## src/rtl/proc_defs.sv

```systemverilog
// Shared processor definitions: FSM state codes, opcodes, ALU operation encoding
// and the control word driven by the multicycle controller.
package proc_defs;

   typedef enum logic [3:0] {
      S_FETCH    = 4'd0,
      S_DECODE   = 4'd1,
      S_MEMADDR  = 4'd2,
      S_MEMREAD  = 4'd3,
      S_MEMWB    = 4'd4,
      S_MEMWRITE = 4'd5,
      S_EXEC     = 4'd6,
      S_RWB      = 4'd7,
      S_BRANCH   = 4'd8,
      S_JUMP     = 4'd9,
      S_HALT     = 4'd10
   } state_t;

   typedef enum logic [3:0] {
      OP_ADD  = 4'b0000,
      OP_SUB  = 4'b0001,
      OP_AND  = 4'b0010,
      OP_OR   = 4'b0011,
      OP_SLT  = 4'b0100,
      OP_LW   = 4'b1000,
      OP_SW   = 4'b1001,
      OP_BEQ  = 4'b1010,
      OP_JMP  = 4'b1100,
      OP_HALT = 4'b1111
   } opcode_t;

   typedef enum logic [2:0] {
      ALU_ADD = 3'b000,
      ALU_SUB = 3'b001,
      ALU_AND = 3'b010,
      ALU_OR  = 3'b011,
      ALU_SLT = 3'b100
   } alu_op_t;

   typedef struct packed {
      logic       pc_write;
      logic       pc_write_cond;
      logic       i_or_d;
      logic       mem_read;
      logic       mem_write;
      logic       ir_write;
      logic       reg_dst_write;
      logic       reg_write;
      logic       mem_to_reg;
      logic       alu_src_a;
      logic [1:0] alu_src_b;
      alu_op_t    alu_op;
      logic [1:0] pc_source;
      logic       halted;
   } ctrl_word_t;

endpackage

```

## src/rtl/multicycle_ctrl_if.sv

```systemverilog
// Controller <-> datapath bundle: instruction/status inputs and control strobes.
interface multicycle_ctrl_if;
   logic [3:0] I_Opcode;
   logic       I_Zero;
   logic       I_MemReady;
   logic       C_PCWrite;
   logic       C_PCWriteCond;
   logic       C_IorD;
   logic       C_MemRead;
   logic       C_MemWrite;
   logic       C_IRWrite;
   logic       C_RegDstWrite;
   logic       C_RegWrite;
   logic       C_MemToReg;
   logic       C_ALUSrcA;
   logic [1:0] C_ALUSrcB;
   logic [2:0] C_ALUOp;
   logic [1:0] C_PCSource;
   logic [3:0] O_State;
   logic       O_Illegal;
   logic       O_Halted;

   modport master (
      input  I_Opcode, I_Zero, I_MemReady,
      output C_PCWrite, C_PCWriteCond, C_IorD, C_MemRead, C_MemWrite, C_IRWrite,
      output C_RegDstWrite, C_RegWrite, C_MemToReg, C_ALUSrcA, C_ALUSrcB,
      output C_ALUOp, C_PCSource, O_State, O_Illegal, O_Halted
   );

   modport slave (
      output I_Opcode, I_Zero, I_MemReady,
      input  C_PCWrite, C_PCWriteCond, C_IorD, C_MemRead, C_MemWrite, C_IRWrite,
      input  C_RegDstWrite, C_RegWrite, C_MemToReg, C_ALUSrcA, C_ALUSrcB,
      input  C_ALUOp, C_PCSource, O_State, O_Illegal, O_Halted
   );
endinterface

```

## src/rtl/ctrl_decode.sv

```systemverilog
// Purely combinational map from the current state to the datapath control word.
module ctrl_decode
   import proc_defs::*;
(
   input  state_t     state_i,
   input  logic [2:0] alu_func_i,
   input  logic       zero_i,
   input  logic       mem_ready_i,
   output ctrl_word_t cw_o
);

   always_comb begin
      cw_o = '0;
      case (state_i)
         S_FETCH: begin
            cw_o.mem_read  = 1'b1;
            cw_o.ir_write  = mem_ready_i;
            cw_o.pc_write  = mem_ready_i;
            cw_o.alu_src_b = 2'b01;
            cw_o.alu_op    = ALU_ADD;
         end
         S_DECODE: begin
            cw_o.alu_src_b = 2'b11;
            cw_o.alu_op    = ALU_ADD;
         end
         S_MEMADDR: begin
            cw_o.alu_src_a = 1'b1;
            cw_o.alu_src_b = 2'b10;
            cw_o.alu_op    = ALU_ADD;
         end
         S_MEMREAD: begin
            cw_o.mem_read = 1'b1;
            cw_o.i_or_d   = 1'b1;
         end
         S_MEMWB: begin
            cw_o.reg_write  = 1'b1;
            cw_o.mem_to_reg = 1'b1;
         end
         S_MEMWRITE: begin
            cw_o.mem_write = 1'b1;
            cw_o.i_or_d    = 1'b1;
         end
         S_EXEC: begin
            cw_o.alu_src_a = 1'b1;
            cw_o.alu_op    = alu_op_t'(alu_func_i);
         end
         S_RWB: begin
            cw_o.reg_write     = 1'b1;
            cw_o.reg_dst_write = 1'b1;
         end
         S_BRANCH: begin
            // The branch target was latched in DECODE; here the ALU compares rs/rt.
            cw_o.alu_src_a     = 1'b1;
            cw_o.alu_op        = ALU_SUB;
            cw_o.pc_source     = 2'b01;
            cw_o.pc_write_cond = zero_i;
         end
         S_JUMP: begin
            cw_o.pc_write  = 1'b1;
            cw_o.pc_source = 2'b10;
         end
         S_HALT:  cw_o.halted = 1'b1;
         default: cw_o = '0;
      endcase
   end

endmodule

```

## src/rtl/multicycle_ctrl.sv

```systemverilog
// Multicycle processor control FSM: state register, next-state logic and
// reset-gated control outputs decoded by ctrl_decode.
module multicycle_ctrl
   import proc_defs::*;
(
   input  logic                clk,
   input  logic                rst,
   multicycle_ctrl_if.master   bus
);

   state_t     state_q, state_d;
   logic       illegal;
   ctrl_word_t cw, cw_g;

   always_ff @(posedge clk or posedge rst) begin
      if (rst) state_q <= S_FETCH;
      else     state_q <= state_d;
   end

   always_comb begin
      state_d = state_q;
      illegal = 1'b0;
      case (state_q)
         S_FETCH:    if (bus.I_MemReady) state_d = S_DECODE;
         S_DECODE: begin
            case (bus.I_Opcode)
               OP_ADD, OP_SUB, OP_AND, OP_OR, OP_SLT: state_d = S_EXEC;
               OP_LW, OP_SW: state_d = S_MEMADDR;
               OP_BEQ:       state_d = S_BRANCH;
               OP_JMP:       state_d = S_JUMP;
               OP_HALT:      state_d = S_HALT;
               default: begin
                  state_d = S_FETCH;
                  illegal = 1'b1;
               end
            endcase
         end
         S_MEMADDR:  state_d = (bus.I_Opcode == OP_SW) ? S_MEMWRITE : S_MEMREAD;
         S_MEMREAD:  if (bus.I_MemReady) state_d = S_MEMWB;
         S_MEMWB:    state_d = S_FETCH;
         S_MEMWRITE: if (bus.I_MemReady) state_d = S_FETCH;
         S_EXEC:     state_d = S_RWB;
         S_RWB:      state_d = S_FETCH;
         S_BRANCH:   state_d = S_FETCH;
         S_JUMP:     state_d = S_FETCH;
         S_HALT:     state_d = S_HALT;
         default:    state_d = S_FETCH;
      endcase
   end

   ctrl_decode u_decode (
      .state_i     (state_q),
      .alu_func_i  (bus.I_Opcode[2:0]),
      .zero_i      (bus.I_Zero),
      .mem_ready_i (bus.I_MemReady),
      .cw_o        (cw)
   );

   // Reset blanks every output combinationally, independent of the clock.
   assign cw_g = rst ? '0 : cw;

   assign bus.C_PCWrite     = cw_g.pc_write;
   assign bus.C_PCWriteCond = cw_g.pc_write_cond;
   assign bus.C_IorD        = cw_g.i_or_d;
   assign bus.C_MemRead     = cw_g.mem_read;
   assign bus.C_MemWrite    = cw_g.mem_write;
   assign bus.C_IRWrite     = cw_g.ir_write;
   assign bus.C_RegDstWrite = cw_g.reg_dst_write;
   assign bus.C_RegWrite    = cw_g.reg_write;
   assign bus.C_MemToReg    = cw_g.mem_to_reg;
   assign bus.C_ALUSrcA     = cw_g.alu_src_a;
   assign bus.C_ALUSrcB     = cw_g.alu_src_b;
   assign bus.C_ALUOp       = cw_g.alu_op;
   assign bus.C_PCSource    = cw_g.pc_source;
   assign bus.O_Halted      = cw_g.halted;
   assign bus.O_State       = rst ? 4'd0 : state_q;
   assign bus.O_Illegal     = illegal & ~rst;

endmodule

```

## src/flat_wrapper.sv

```systemverilog
// flat-port wrapper written by rule: the top's interface ports become plain ports
module multicycle_ctrl_flat import proc_defs::*;
  (clk, rst, bus_I_Opcode, bus_I_Zero, bus_I_MemReady, bus_C_PCWrite, bus_C_PCWriteCond, bus_C_IorD, bus_C_MemRead, bus_C_MemWrite, bus_C_IRWrite, bus_C_RegDstWrite, bus_C_RegWrite, bus_C_MemToReg, bus_C_ALUSrcA, bus_C_ALUSrcB, bus_C_ALUOp, bus_C_PCSource, bus_O_State, bus_O_Illegal, bus_O_Halted);
  multicycle_ctrl_if bus_i ();
  input  logic clk;
  input  logic rst;
  input wire logic [$bits(bus_i.I_Opcode)-1:0] bus_I_Opcode;
  input wire logic [$bits(bus_i.I_Zero)-1:0] bus_I_Zero;
  input wire logic [$bits(bus_i.I_MemReady)-1:0] bus_I_MemReady;
  output wire logic [$bits(bus_i.C_PCWrite)-1:0] bus_C_PCWrite;
  output wire logic [$bits(bus_i.C_PCWriteCond)-1:0] bus_C_PCWriteCond;
  output wire logic [$bits(bus_i.C_IorD)-1:0] bus_C_IorD;
  output wire logic [$bits(bus_i.C_MemRead)-1:0] bus_C_MemRead;
  output wire logic [$bits(bus_i.C_MemWrite)-1:0] bus_C_MemWrite;
  output wire logic [$bits(bus_i.C_IRWrite)-1:0] bus_C_IRWrite;
  output wire logic [$bits(bus_i.C_RegDstWrite)-1:0] bus_C_RegDstWrite;
  output wire logic [$bits(bus_i.C_RegWrite)-1:0] bus_C_RegWrite;
  output wire logic [$bits(bus_i.C_MemToReg)-1:0] bus_C_MemToReg;
  output wire logic [$bits(bus_i.C_ALUSrcA)-1:0] bus_C_ALUSrcA;
  output wire logic [$bits(bus_i.C_ALUSrcB)-1:0] bus_C_ALUSrcB;
  output wire logic [$bits(bus_i.C_ALUOp)-1:0] bus_C_ALUOp;
  output wire logic [$bits(bus_i.C_PCSource)-1:0] bus_C_PCSource;
  output wire logic [$bits(bus_i.O_State)-1:0] bus_O_State;
  output wire logic [$bits(bus_i.O_Illegal)-1:0] bus_O_Illegal;
  output wire logic [$bits(bus_i.O_Halted)-1:0] bus_O_Halted;
  assign bus_i.I_Opcode = bus_I_Opcode;
  assign bus_i.I_Zero = bus_I_Zero;
  assign bus_i.I_MemReady = bus_I_MemReady;
  assign bus_C_PCWrite = bus_i.C_PCWrite;
  assign bus_C_PCWriteCond = bus_i.C_PCWriteCond;
  assign bus_C_IorD = bus_i.C_IorD;
  assign bus_C_MemRead = bus_i.C_MemRead;
  assign bus_C_MemWrite = bus_i.C_MemWrite;
  assign bus_C_IRWrite = bus_i.C_IRWrite;
  assign bus_C_RegDstWrite = bus_i.C_RegDstWrite;
  assign bus_C_RegWrite = bus_i.C_RegWrite;
  assign bus_C_MemToReg = bus_i.C_MemToReg;
  assign bus_C_ALUSrcA = bus_i.C_ALUSrcA;
  assign bus_C_ALUSrcB = bus_i.C_ALUSrcB;
  assign bus_C_ALUOp = bus_i.C_ALUOp;
  assign bus_C_PCSource = bus_i.C_PCSource;
  assign bus_O_State = bus_i.O_State;
  assign bus_O_Illegal = bus_i.O_Illegal;
  assign bus_O_Halted = bus_i.O_Halted;
  multicycle_ctrl u_core (.clk(clk), .rst(rst), .bus(bus_i));
endmodule
```

## config.mk

```make
export PLATFORM = sky130hd
export DESIGN_NAME = multicycle_ctrl_flat
export DESIGN_NICKNAME = d
export VERILOG_FILES = /design/src/rtl/proc_defs.sv /design/src/rtl/multicycle_ctrl_if.sv /design/src/rtl/ctrl_decode.sv /design/src/rtl/multicycle_ctrl.sv /design/src/flat_wrapper.sv
export SDC_FILE = /design/constraint.sdc
export NUM_CORES = 1
export LEC_CHECK = 0
export CORE_AREA = 4 4 45 47
export DETAILED_ROUTE_END_ITERATION = 8
export DIE_AREA = 0 0 49 51
export GPL_TIMING_DRIVEN = 0
export MAX_ROUTING_LAYER = met4
export PLACE_DENSITY = 0.9
export SYNTH_ARGS = -nofsm -noshare
export SYNTH_HDL_FRONTEND = slang
export SYNTH_SLANG_ARGS = --single-unit
```

## constraint.sdc

```tcl
create_clock -name clk -period 2.15 [get_ports clk]
set_clock_uncertainty 0.15 [all_clocks]
set_input_delay 0.215 -clock clk [delete_from_list [all_inputs] [get_ports clk]]
set_output_delay 0.215 -clock clk [all_outputs]
set_load 0.1 [all_outputs]
```

==> results of run 1 <==
critical path: cells and delay by family, from the launching register on:
kind / cells / cell delay (ns)
AND/OR/NAND/NOR: 2 / 0.50
flip-flops: 1 / 0.45
buffers and inverters: 1 / 0.32
AO/OA/AOI/OAI: 1 / 0.23
per-stage QoR:
step                      cell area [um^2]  TNS [ns]  cells
after global routing                  1100         0    139
after detailed placement              1120    -13.77    136
final                                 1100         0    139
after floorplan                        811     -1.93     90
after CTS                             1080         0    139
after global placement                1120    -13.32    136
routing by layer:
metal / up-vias / track usage, %
met3: 6 / 2.92
met5: - / -
met2: 49 / 32.2
li1: 387 / -
met4: 0 / 12.6
met1: 370 / 18.7
cells by family after synthesis:
kind of cell,Yosys count,share of synthesized area [%]
XOR/XNOR,2,2.59
multiplexers,2,2.96
flip-flops,4,14.8
AND/OR/NAND/NOR,51,48.7
buffers and inverters,12,11.9
AO/OA/AOI/OAI,19,19.1
power by group through the flow:
stage                     combinational [uW]  sequential, uW  clock [uW]
after detailed placement                1430             153           0
after global placement                  1420             150           0
after CTS                               1380             153        97.5
after global routing                    1480             166         101
after floorplan                         1170             141           0
final                                   1410             161        89.9
path summary, 6_finish.rpt:
check | slack, ns | cells past startpoint | start | to
worst max-delay path | 0.06 | 4 | u_core.state_q[2]$_DFFE_PP0P_ | bus_C_ALUSrcA
worst min-delay path | 0.16 | 2 | rst | u_core.state_q[1]$_DFFE_PP0P_
worst max register to register | 0.55 | 5 | u_core.state_q[0]$_DFFE_PP0P_ | u_core.state_q[1]$_DFFE_PP0P_
worst min register to register | 0.61 | 2 | u_core.state_q[3]$_DFFE_PP0P_ | u_core.state_q[0]$_DFFE_PP0P_
max in group asynchronous | 1.55 | 2 | rst | u_core.state_q[2]$_DFFE_PP0P_
min in group clk | 0.37 | 4 | bus_I_Opcode[0] | u_core.state_q[1]$_DFFE_PP0P_
placed cells by master, fill, tap and decap left out, types with 2 or more instances in the layout:
cell             instances
nor2b_2                  3
buf_6                    6
nor3_4                   3
nor2_1                   8
inv_2                    2
nor3b_4                  2
dfrtp_1                  4
o32ai_1                  2
nand2b_2                 2
clkdlybuf4s50_1          6
buf_4                    9
nor3_2                   2
nor4_4                   4
nand2b_1                 3
buf_2                    9
o21ai_0                  2
clkbuf_4                 8
o21a_1                   2
nand2b_4                 2
nand2_1                  6
and3_1                   4
or2_1                    2
a21oi_1                  6
mux2i_1                  2
clkdlybuf4s15_2          3
timing repair:
action	4_1_cts	5_1_grt
setup endpoints to repair	23	16
gates cloned	0	0
buffers inserted	0	0
gates resized for setup	117	15
cell type report:
cell class                 count  area [um^2]  area share, %
clock buffer                   3         22.5           2.04
timing repair buffer          29          240           21.7
sequential                     4          100           9.06
tap                           17         21.3           1.93
inverter                       3         11.3           1.02
buffer                         9         71.3           6.46
multi-input combinational     74          638           57.8
==> flow_metrics.env, run 1 <==
export IMPL_clock_root_buffer="clkbuf_4"
export IMPL_start_util_pct=40.9
export IMPL_avgRoutedWirePerCell_um=15.3
export IMPL_outcome="finished, final reports clean"
export IMPL_power_clock_fraction_pct=5.4
export IMPL_cp_end_kind="output port"
export IMPL_clkTransAtPathRegs_ns=0.04
export IMPL_h_tree_depth=1
export IMPL_cts_tree="done"
export IMPL_final_util_pct=66.9
export IMPL_routed_wl_um=2120
export IMPL_grt_pass1_vias=810
export IMPL_hp_class="primary input to async pin"
export IMPL_io_pins=31
export IMPL_syn_nets=98
export IMPL_ys_seq_area_share_pct=14.8
export IMPL_synth_edf_count=0
export IMPL_largestRegisters="u_core.state_q x4"
export IMPL_port_buffers=29
export IMPL_drive_gt1_share_pct=50.0
export IMPL_fillCellCount=134
export IMPL_async_flop_share_pct=100
export IMPL_wl_met3_um=182
export IMPL_largest_reg_flops=4
export IMPL_rsz0062_at_grt="false"
export IMPL_grt_pass1_wl_um=3550
export IMPL_fp_row_count=15
export IMPL_power_internal_uw=538
export IMPL_drt_initial_drc_count=29
export IMPL_holdWs_ns=0.156
export IMPL_synth_area_top_cells="dfrtp_1 (15%), nor2_1 (5.0%), buf_6 (5.0%)"
export IMPL_p_leak_uw=0.000474
export IMPL_cpPeakStageDelay_ns=0.45
export IMPL_cts_inserted_buffers=3
export IMPL_crit_required_ns=1.78
export IMPL_place_ws_ns=-0.826
export IMPL_antenna_found_initial=0
export IMPL_synth_top_cell_area_share_pct=14.8
export IMPL_setup_viol=0
export IMPL_synthesis_area_um2=676
export IMPL_switchingPower_uw=1120
export IMPL_maxCapViolCount=0
export IMPL_die_x_um=49
export IMPL_cp_cell_sequence="nand2b_4 -> or2_1 -> a211oi_4 -> buf_4"
export IMPL_hold_violations=0
export IMPL_antenna_cells=0
export IMPL_worstPathArrival_ns=1.73
export IMPL_setup_worst_path_start_class="flip-flop"
export IMPL_cp_slowest_cell="dfrtp_1"
export IMPL_ant_nets=0
export IMPL_power_density_mw_per_mm2=1500
export IMPL_gp_congestion=0.816
export IMPL_slew_headroom_pct=63.7
export IMPL_largest_register="u_core.state_q"
export IMPL_vias=812
export IMPL_yosysWarnings=0
export IMPL_yosysMostFrequentCell="nor2_1"
export IMPL_die_height_um=51
export IMPL_synth_top_area_cell="dfrtp_1"
export IMPL_synth_cell_types=38
export IMPL_synth_ff_type="dfrtp_1"
export IMPL_fmaxAchievable_ghz=0.478
export IMPL_drtPass1Iterations=4
export IMPL_vdd_drop_max_v=0.000770
export IMPL_critPathKind="flip-flop to output port"
export IMPL_routed_top_layer="met4"
export IMPL_p_total_uw=1660
export IMPL_core_mm2=0.00165
export IMPL_met1Wirelength_um=795
export IMPL_netlist_instances=90
export IMPL_cts_hold_buf=0
export IMPL_grt_remaining_overflow=0
export IMPL_grt_total_usage_pct=18.3
export IMPL_swShare_pct=67.5
export IMPL_comb_power_share_pct=84.8
export IMPL_layout_min_cycle_time_ns=2.09
export IMPL_timing_final_ws_setup_ns=0.0562
export IMPL_cts_sinks=4
export IMPL_synth_common_cells="nor2_1 (9), a21oi_1 (6), nand2_1 (6)"
export IMPL_syn_area_per_cell_um2=7.51
export IMPL_nets=132
export IMPL_max_slew_worst_pin_slew_ns=0.547
export IMPL_p_seq_share_pct=9.7
export IMPL_finalCritPeriodShare_pct=97.4
export IMPL_drc_errors=0
export IMPL_die_area_mm2=0.00250
export IMPL_clockBufferDepth=2
export IMPL_met2_length_um=1110
export IMPL_drt_vias_per_instance=5.84
export IMPL_clk_latency_ns=0.23
export IMPL_hpwl_um=1650
export IMPL_synth_seq_cells=4
export IMPL_grt_max_degree=11
export IMPL_cp_max_fo=6
export IMPL_area_delta_synth_final_pct=63.5
export IMPL_finalMaxSlewViolations=0
(Power assumes the default switching activity.)
==> inputs of run 2 (changes only) <==
--- a/config.mk
+++ b/config.mk
@@ -5,12 +5,13 @@
 export SDC_FILE = /design/constraint.sdc
 export NUM_CORES = 1
 export LEC_CHECK = 0
-export CORE_AREA = 4 4 45 47
+export ABC_CLOCK_PERIOD_IN_PS = 1730
+export CORE_AREA = 2 2 46 48
 export DETAILED_ROUTE_END_ITERATION = 8
-export DIE_AREA = 0 0 49 51
+export DIE_AREA = 0 0 48 50
 export GPL_TIMING_DRIVEN = 0
 export MAX_ROUTING_LAYER = met4
-export PLACE_DENSITY = 0.9
+export PLACE_DENSITY = 0.84
 export SYNTH_ARGS = -nofsm -noshare
 export SYNTH_HDL_FRONTEND = slang
 export SYNTH_SLANG_ARGS = --single-unit
==> constraint.sdc (replaced) <==
create_clock -name clk -period 1.73 [get_ports clk]
set_clock_uncertainty 0.15 [all_clocks]
set_input_delay 0.173 -clock clk [delete_from_list [all_inputs] [get_ports clk]]
set_output_delay 0.173 -clock clk [all_outputs]
set_load 0.1 [all_outputs]
==> run 2 against run 1 <==
  * The flow now stops in 5_1_grt
  * Synthesized cell count did not move
  * Area after synthesis did not move
==> flow_metrics.env, run 2 <==
export IMPL_worst_endpoint_kind="primary output"
export IMPL_start_util_pct=35.5
export IMPL_synth_seq_cells=4
export IMPL_synth_area_top_cells="dfrtp_1 (15%), nor2_1 (5.0%), buf_6 (5.0%)"
export IMPL_clock_root_buffer="clkbuf_4"
export IMPL_synth_common_cells="nor2_1 (9), a21oi_1 (6), nand2_1 (6)"
export IMPL_synth_cell_types=38
export IMPL_hpwl_um=1530
export IMPL_grt_max_degree=11
export IMPL_fp_row_count=16
export IMPL_antenna_found_initial=0
export IMPL_syn_nets=98
export IMPL_die_height_um=50
export IMPL_die_x_um=48
export IMPL_ys_seq_area_share_pct=14.8
export IMPL_tool_error="[ERROR DPL-0033] detailed placement checks failed during check placement."
export IMPL_cts_sinks=4
export IMPL_synthesis_area_um2=676
export IMPL_h_tree_depth=1
export IMPL_clockBufferDepth=2
export IMPL_cts_inserted_buffers=3
export IMPL_outcome="aborted with a tool error"
export IMPL_yosysWarnings=0
export IMPL_synth_top_cell_area_share_pct=14.8
export IMPL_netlist_instances=90
export IMPL_io_pins=31
export IMPL_synth_edf_count=0
export IMPL_yosysMostFrequentCell="nor2_1"
export IMPL_postGrtWorstEndpoint="bus_C_PCWriteCond"
export IMPL_synth_top_area_cell="dfrtp_1"
export IMPL_syn_area_per_cell_um2=7.51
export IMPL_synth_ff_type="dfrtp_1"
export IMPL_haltStage="5_1_grt"
export IMPL_gp_congestion=0.797
export IMPL_async_flop_share_pct=100
export IMPL_port_buffers=29
## run 2: stage by stage
stage / cell area [um^2] / setup WS [ns] / cells / utilization [%]
after global placement: 1190 / -1.15 / 146 / 62.4
after CTS: 1540 / -0.158 / 164 / 81.1
after detailed placement: 1190 / -1.19 / 146 / 62.4
after floorplan: 862 / -0.821 / 90 / -
## run 2: cells by family after synthesis
kind of cell | synth area share [%]
AND/OR/NAND/NOR | 48.7
buffers and inverters | 11.9
AO/OA/AOI/OAI | 19.1
XOR/XNOR | 2.59
flip-flops | 14.8
multiplexers | 2.96
## run 2: timing repair
item / 4_1_cts
hold buffers: 1
pin swaps: 7
resized for setup: 206
endpoints found under the hold margin: 4
setup buffers: 13
cloned: 1
endpoints found under the setup margin: 23
==> inputs of run 3 (changes only) <==
--- a/config.mk
+++ b/config.mk
@@ -5,13 +5,12 @@
 export SDC_FILE = /design/constraint.sdc
 export NUM_CORES = 1
 export LEC_CHECK = 0
-export ABC_CLOCK_PERIOD_IN_PS = 1730
-export CORE_AREA = 2 2 46 48
+export ABC_CLOCK_PERIOD_IN_PS = 2250
+export CORE_AREA = 2 2 63 65
 export DETAILED_ROUTE_END_ITERATION = 8
-export DIE_AREA = 0 0 48 50
+export DIE_AREA = 0 0 65 67
 export GPL_TIMING_DRIVEN = 0
-export MAX_ROUTING_LAYER = met4
-export PLACE_DENSITY = 0.84
+export PLACE_DENSITY_LB_ADDON = 0.15
 export SYNTH_ARGS = -nofsm -noshare
 export SYNTH_HDL_FRONTEND = slang
 export SYNTH_SLANG_ARGS = --single-unit
==> constraint.sdc (replaced) <==
create_clock -name clk -period 2.25 [get_ports clk]
set_clock_uncertainty 0.15 [all_clocks]
set_input_delay 0.225 -clock clk [delete_from_list [all_inputs] [get_ports clk]]
set_output_delay 0.225 -clock clk [all_outputs]
set_load 0.1 [all_outputs]
==> run 3 against run 2 <==
  * The flow now finishes without violations
==> flow_metrics.env, run 3 (same netlist as run 1, synthesis figures left out) <==
export IMPL_layout_min_cycle_time_ns=2.19
export IMPL_final_util_pct=31.6
export IMPL_gp_congestion=0.809
export IMPL_drt_vias_per_instance=4.64
export IMPL_clock_root_buffer="clkbuf_8"
export IMPL_p_leak_uw=0.000475
export IMPL_antenna_found_initial=0
export IMPL_rsz0062_at_grt="false"
export IMPL_clkTransAtPathRegs_ns=0.03
export IMPL_largestRegisters="u_core.state_q x4"
export IMPL_hold_violations=0
export IMPL_drc_errors=0
export IMPL_dp_cells=167
export IMPL_cp_end_kind="output port"
export IMPL_cts_sinks=4
export IMPL_crit_required_ns=1.88
export IMPL_layout_commonest_cell="buf_2"
export IMPL_setup_tns_ns=0
export IMPL_final_cell_mix="buf_2 (14), nor2_1 (9), buf_4 (8)"
export IMPL_routed_wl_um=2200
export IMPL_vdd_drop_max_v=0.000415
export IMPL_fin_cells=170
export IMPL_core_mm2=0.00361
export IMPL_max_slew_worst_pin_slew_ns=0.567
export IMPL_cts_hold_buf=0
export IMPL_drt_initial_drc_count=6
export IMPL_slew_headroom_pct=62.1
export IMPL_start_util_pct=18.7
export IMPL_vias=789
export IMPL_worstPathArrival_ns=1.81
export IMPL_setup_viol=0
export IMPL_power_density_mw_per_mm2=1420
export IMPL_drtPass1Iterations=4
export IMPL_cp_slowest_cell="buf_2"
export IMPL_hpwl_um=1680
export IMPL_setup_worst_path_start_class="flip-flop"
export IMPL_port_buffers=29
export IMPL_fp_row_count=22
export IMPL_clockBufferDepth=2
export IMPL_grt_max_degree=11
export IMPL_cts_tree="done"
export IMPL_cts_inserted_buffers=3
export IMPL_die_height_um=67
export IMPL_outcome="finished, final reports clean"
export IMPL_largest_reg_flops=4
export IMPL_grt_pass1_vias=729
export IMPL_drive_gt1_share_pct=46.7
export IMPL_cpPeakStageDelay_ns=0.45
export IMPL_fmaxAchievable_ghz=0.457
export IMPL_h_tree_depth=1
export IMPL_grt_remaining_overflow=0
export IMPL_io_pins=31
export IMPL_hp_class="primary input to async pin"
export IMPL_largest_register="u_core.state_q"
export IMPL_finalMaxSlewViolations=0
export IMPL_antenna_cells=0
export IMPL_die_area_mm2=0.00436
export IMPL_clk_latency_ns=0.22
export IMPL_grt_pass1_wl_um=3420
export IMPL_cp_cell_sequence="nand2b_4 -> or2_1 -> a211oi_4 -> buf_2"
export IMPL_nets=132
export IMPL_maxCapViolCount=0
export IMPL_ant_nets=0
export IMPL_critPathKind="flip-flop to output port"
export IMPL_die_x_um=65
export IMPL_finalCritPeriodShare_pct=97.2
export IMPL_grt_total_usage_pct=10.5
export IMPL_avgRoutedWirePerCell_um=12.9
export IMPL_cp_max_fo=6
export IMPL_area_delta_synth_final_pct=68.7
[run 3: layer usage]
metal	GRT usage (%)	wire length, um	up-vias
li1	-	-	391
met1	11.4	921	376
met2	19.6	1150	20
met3	2.53	103	2
met4	3.99	24	0
met5	0	0	-
[run 3: final cells by class]
cell class | count | area, um^2
Tap cell | 48 | 60.1
Inverter | 3 | 11.3
Fill cell | 392 | 2470
Clock buffer | 3 | 41.3
Multi-Input combinational cell | 74 | 628
Timing Repair Buffer | 29 | 230
Buffer | 9 | 68.8
Sequential cell | 4 | 100
[run 3: worst paths after layout]
check                                              start  slack, ns  depth (start not counted)                       endpoint
hold reg to reg            u_core.state_q[3]$_DFFE_PP0P_       0.58                          2  u_core.state_q[0]$_DFFE_PP0P_
setup / recovery           u_core.state_q[2]$_DFFE_PP0P_       0.06                          4                  bus_C_ALUSrcA
min in group clk                         bus_I_Opcode[0]       0.38                          4  u_core.state_q[1]$_DFFE_PP0P_
max in group asynchronous                            rst       1.61                          2  u_core.state_q[0]$_DFFE_PP0P_
hold / removal                                       rst       0.20                          2  u_core.state_q[3]$_DFFE_PP0P_
setup reg to reg           u_core.state_q[1]$_DFFE_PP0P_       0.69                          4  u_core.state_q[2]$_DFFE_PP0P_
[run 3: stage by stage]
stage          setup slack, ns  hold WS, ns  area [um^2]  power [uW]
2_1_floorplan           -0.465       -0.140          808        1250
3_3_place_gp            -0.787        0.471         1160        1530
3_5_place_dp            -0.784        0.461         1160        1520
4_1_cts               0.000825        0.239         1150        1640
5_1_grt                0.00493        0.230         1140        1700
6_report                0.0626        0.196         1140        1620
[run 3: report_power, final]
| group | switching, uW | internal, uW | total (uW) | leakage, uW |
|---|---|---|---|---|
| Sequential | 45.9 | 102 | 148 | 0.0000519 |
| Clock | 40.4 | 114 | 155 | 0.0000216 |
| Combinational | 984 | 330 | 1310 | 0.000401 |
[run 3: worst max-delay path, delay by kind of cell, from the launching register on]
family | cells | cell delay [ns]
simple gates | 2 | 0.48
buf+inv | 1 | 0.45
flops | 1 | 0.43
compound gates | 1 | 0.22
[run 3: timing repair]
item,CTS,global route
buffers inserted,0,0
setup endpoints to repair,23,6
resized for setup,107,4
pin swaps,0,0
==> inputs of run 4 (changes only) <==
--- a/config.mk
+++ b/config.mk
@@ -6,11 +6,14 @@
 export NUM_CORES = 1
 export LEC_CHECK = 0
 export ABC_CLOCK_PERIOD_IN_PS = 2250
+export CELL_PAD_IN_SITES_DETAIL_PLACEMENT = 0
+export CELL_PAD_IN_SITES_GLOBAL_PLACEMENT = 1
 export CORE_AREA = 2 2 63 65
 export DETAILED_ROUTE_END_ITERATION = 8
 export DIE_AREA = 0 0 65 67
 export GPL_TIMING_DRIVEN = 0
 export PLACE_DENSITY_LB_ADDON = 0.15
+export SLEW_MARGIN = 5
 export SYNTH_ARGS = -nofsm -noshare
 export SYNTH_HDL_FRONTEND = slang
 export SYNTH_SLANG_ARGS = --single-unit
==> run 4 against run 3 <==
  * Maximum frequency is 0.82% higher
  * Setup slack better by 0.018 ns
  * Power hardly changed
  * Hold slack better by 0.018 ns
  * Final area is 0.22% higher
  * Via count is 6.1% lower
  * Clock-buffer cell count stayed put
  * Cell count stayed put
  * Sequential share of layout area hardly changed
  * Combinational power hardly changed
  * Sequential power hardly changed
  * Largest cell class unchanged
==> flow_metrics.env, run 4 (same netlist as run 1, synthesis figures left out) <==
export IMPL_dp_cells=167
export IMPL_start_util_pct=18.7
export IMPL_h_tree_depth=1
export IMPL_hp_class="primary input to async pin"
export IMPL_cp_max_fo=6
export IMPL_p_leak_uw=0.000473
export IMPL_final_area_mm2=0.00114
export IMPL_grt_remaining_overflow=0
export IMPL_postCtsSetupBuffers=0
export IMPL_finalMaxSlewViolations=0
export IMPL_cts_tree="done"
export IMPL_rsz0062_at_grt="false"
export IMPL_fmaxAchievable_ghz=0.461
export IMPL_nets=132
export IMPL_ant_nets=0
export IMPL_dpl_cell_area_mm2=0.00116
export IMPL_grt_total_usage_pct=10.6
export IMPL_cp_end_kind="output port"
export IMPL_port_buffers=29
export IMPL_maxCapViolCount=0
export IMPL_largest_register="u_core.state_q"
export IMPL_die_x_um=65
export IMPL_grt_pass1_vias=699
export IMPL_outcome="finished, final reports clean"
export IMPL_clock_root_buffer="clkbuf_8"
export IMPL_max_slew_worst_pin_slew_ns=0.547
export IMPL_fin_cells=170
export IMPL_cts_inserted_buffers=3
export IMPL_vias=741
export IMPL_hpwl_um=1720
export IMPL_area_delta_synth_final_pct=69.1
export IMPL_clockBufferDepth=2
export IMPL_routed_wl_um=2220
export IMPL_core_mm2=0.00361
export IMPL_drc_errors=0
export IMPL_cts_hold_buf=0
export IMPL_largest_reg_flops=4
export IMPL_cts_sinks=4
export IMPL_fillCellCount=404
export IMPL_die_area_mm2=0.00436
export IMPL_timing_final_ws_setup_ns=0.0803
export IMPL_crit_required_ns=1.88
export IMPL_critPathKind="flip-flop to output port"
export IMPL_gp_congestion=0.751
export IMPL_grt_pass1_wl_um=3550
export IMPL_largestRegisters="u_core.state_q x4"
export IMPL_die_height_um=67
export IMPL_drtPass1Iterations=4
export IMPL_setup_viol=0
export IMPL_vdd_drop_max_v=0.000274
export IMPL_layout_min_cycle_time_ns=2.17
export IMPL_power_density_mw_per_mm2=1410
export IMPL_clk_latency_ns=0.21
export IMPL_finalCritPeriodShare_pct=96.4
export IMPL_drt_vias_per_instance=4.36
export IMPL_place_ws_ns=-0.793
export IMPL_slew_headroom_pct=63.5
export IMPL_setup_worst_path_start_class="flip-flop"
export IMPL_layout_commonest_cell="buf_2"
export IMPL_avgRoutedWirePerCell_um=13.1
export IMPL_drt_initial_drc_count=23
export IMPL_drive_gt1_share_pct=46.7
export IMPL_clkTransAtPathRegs_ns=0.03
export IMPL_antenna_found_initial=0
export IMPL_worstPathArrival_ns=1.79
export IMPL_io_pins=31
export IMPL_fp_row_count=22
export IMPL_antenna_cells=0
export IMPL_hold_violations=0
export IMPL_final_cell_mix="buf_2 (13), nor2_1 (9)"
export IMPL_grt_max_degree=11
## run 4: cell types whose count changed in the layout (fill, tap and decap cells not counted)
| cell | before | now |
|---|---|---|
| clkbuf_4 | 1 | 5 |
| buf_4 | 8 | 5 |
| buf_2 | 14 | 13 |
## run 4: path summary, 6_finish.rpt
| path | startpoint | end | slack, ns | cells after the start |
|---|---|---|---|---|
| max | u_core.state_q[2]$_DFFE_PP0P_ | bus_C_ALUSrcA | 0.08 | 4 |
| min | rst | u_core.state_q[0]$_DFFE_PP0P_ | 0.21 | 2 |
| min reg2reg | u_core.state_q[3]$_DFFE_PP0P_ | u_core.state_q[0]$_DFFE_PP0P_ | 0.57 | 2 |
| max in group asynchronous | rst | u_core.state_q[2]$_DFFE_PP0P_ | 1.58 | 2 |
| max reg2reg | u_core.state_q[0]$_DFFE_PP0P_ | u_core.state_q[1]$_DFFE_PP0P_ | 0.64 | 5 |
| min in group clk | bus_I_Opcode[0] | u_core.state_q[1]$_DFFE_PP0P_ | 0.43 | 4 |
## run 4: per-stage QoR
step	setup TNS [ns]	hold WS, ns	util (%)	total power (uW)
finish	0	0.214	31.7	1620
floorplan	-1.34	-0.140	-	1250
detailed placement	-12.40	0.466	32.1	1530
global route	0	0.226	31.7	1710
global placement	-12.10	0.461	32.1	1540
CTS	0	0.250	31.8	1630
## run 4: final cells by class
cell class / count / area, um^2 / area share, %
Multi-Input combinational cell: 74 / 628 / 55.0
Timing Repair Buffer: 29 / 233 / 20.4
Sequential cell: 4 / 100 / 8.76
Buffer: 9 / 68.8 / 6.02
Tap cell: 48 / 60.1 / 5.26
Clock buffer: 3 / 41.3 / 3.61
Inverter: 3 / 11.3 / 0.986
## run 4: where the power goes
part	internal, uW	switching (uW)	leakage [uW]
Clock	114	31.6	0.0000216
Combinational	332	993	0.000399
Sequential	102	43.5	0.0000519
Total	547	1070	0.000473
## run 4: what timing repair did
action	in CTS	in global routing
pin swaps	0	0
resized for setup	101	11
endpoints found under the setup margin	23	9
hold endpoints to repair	0	0
## run 4: worst max-delay path, stage by stage (launching register included)
cell and delay, ns:
dfrtp_1 0.42, nand2b_4 0.21, or2_1 0.27, a211oi_4 0.23, buf_2 0.45
## run 4: layer usage
metal | global-route usage (%) | up-vias | part of all wire [%]
met4 | 2.39 | 0 | 0
li1 | - | 386 | -
met1 | 14.3 | 336 | 47
met2 | 17.4 | 19 | 48
met3 | 1.86 | 0 | 4.9
met5 | 0 | - | 0
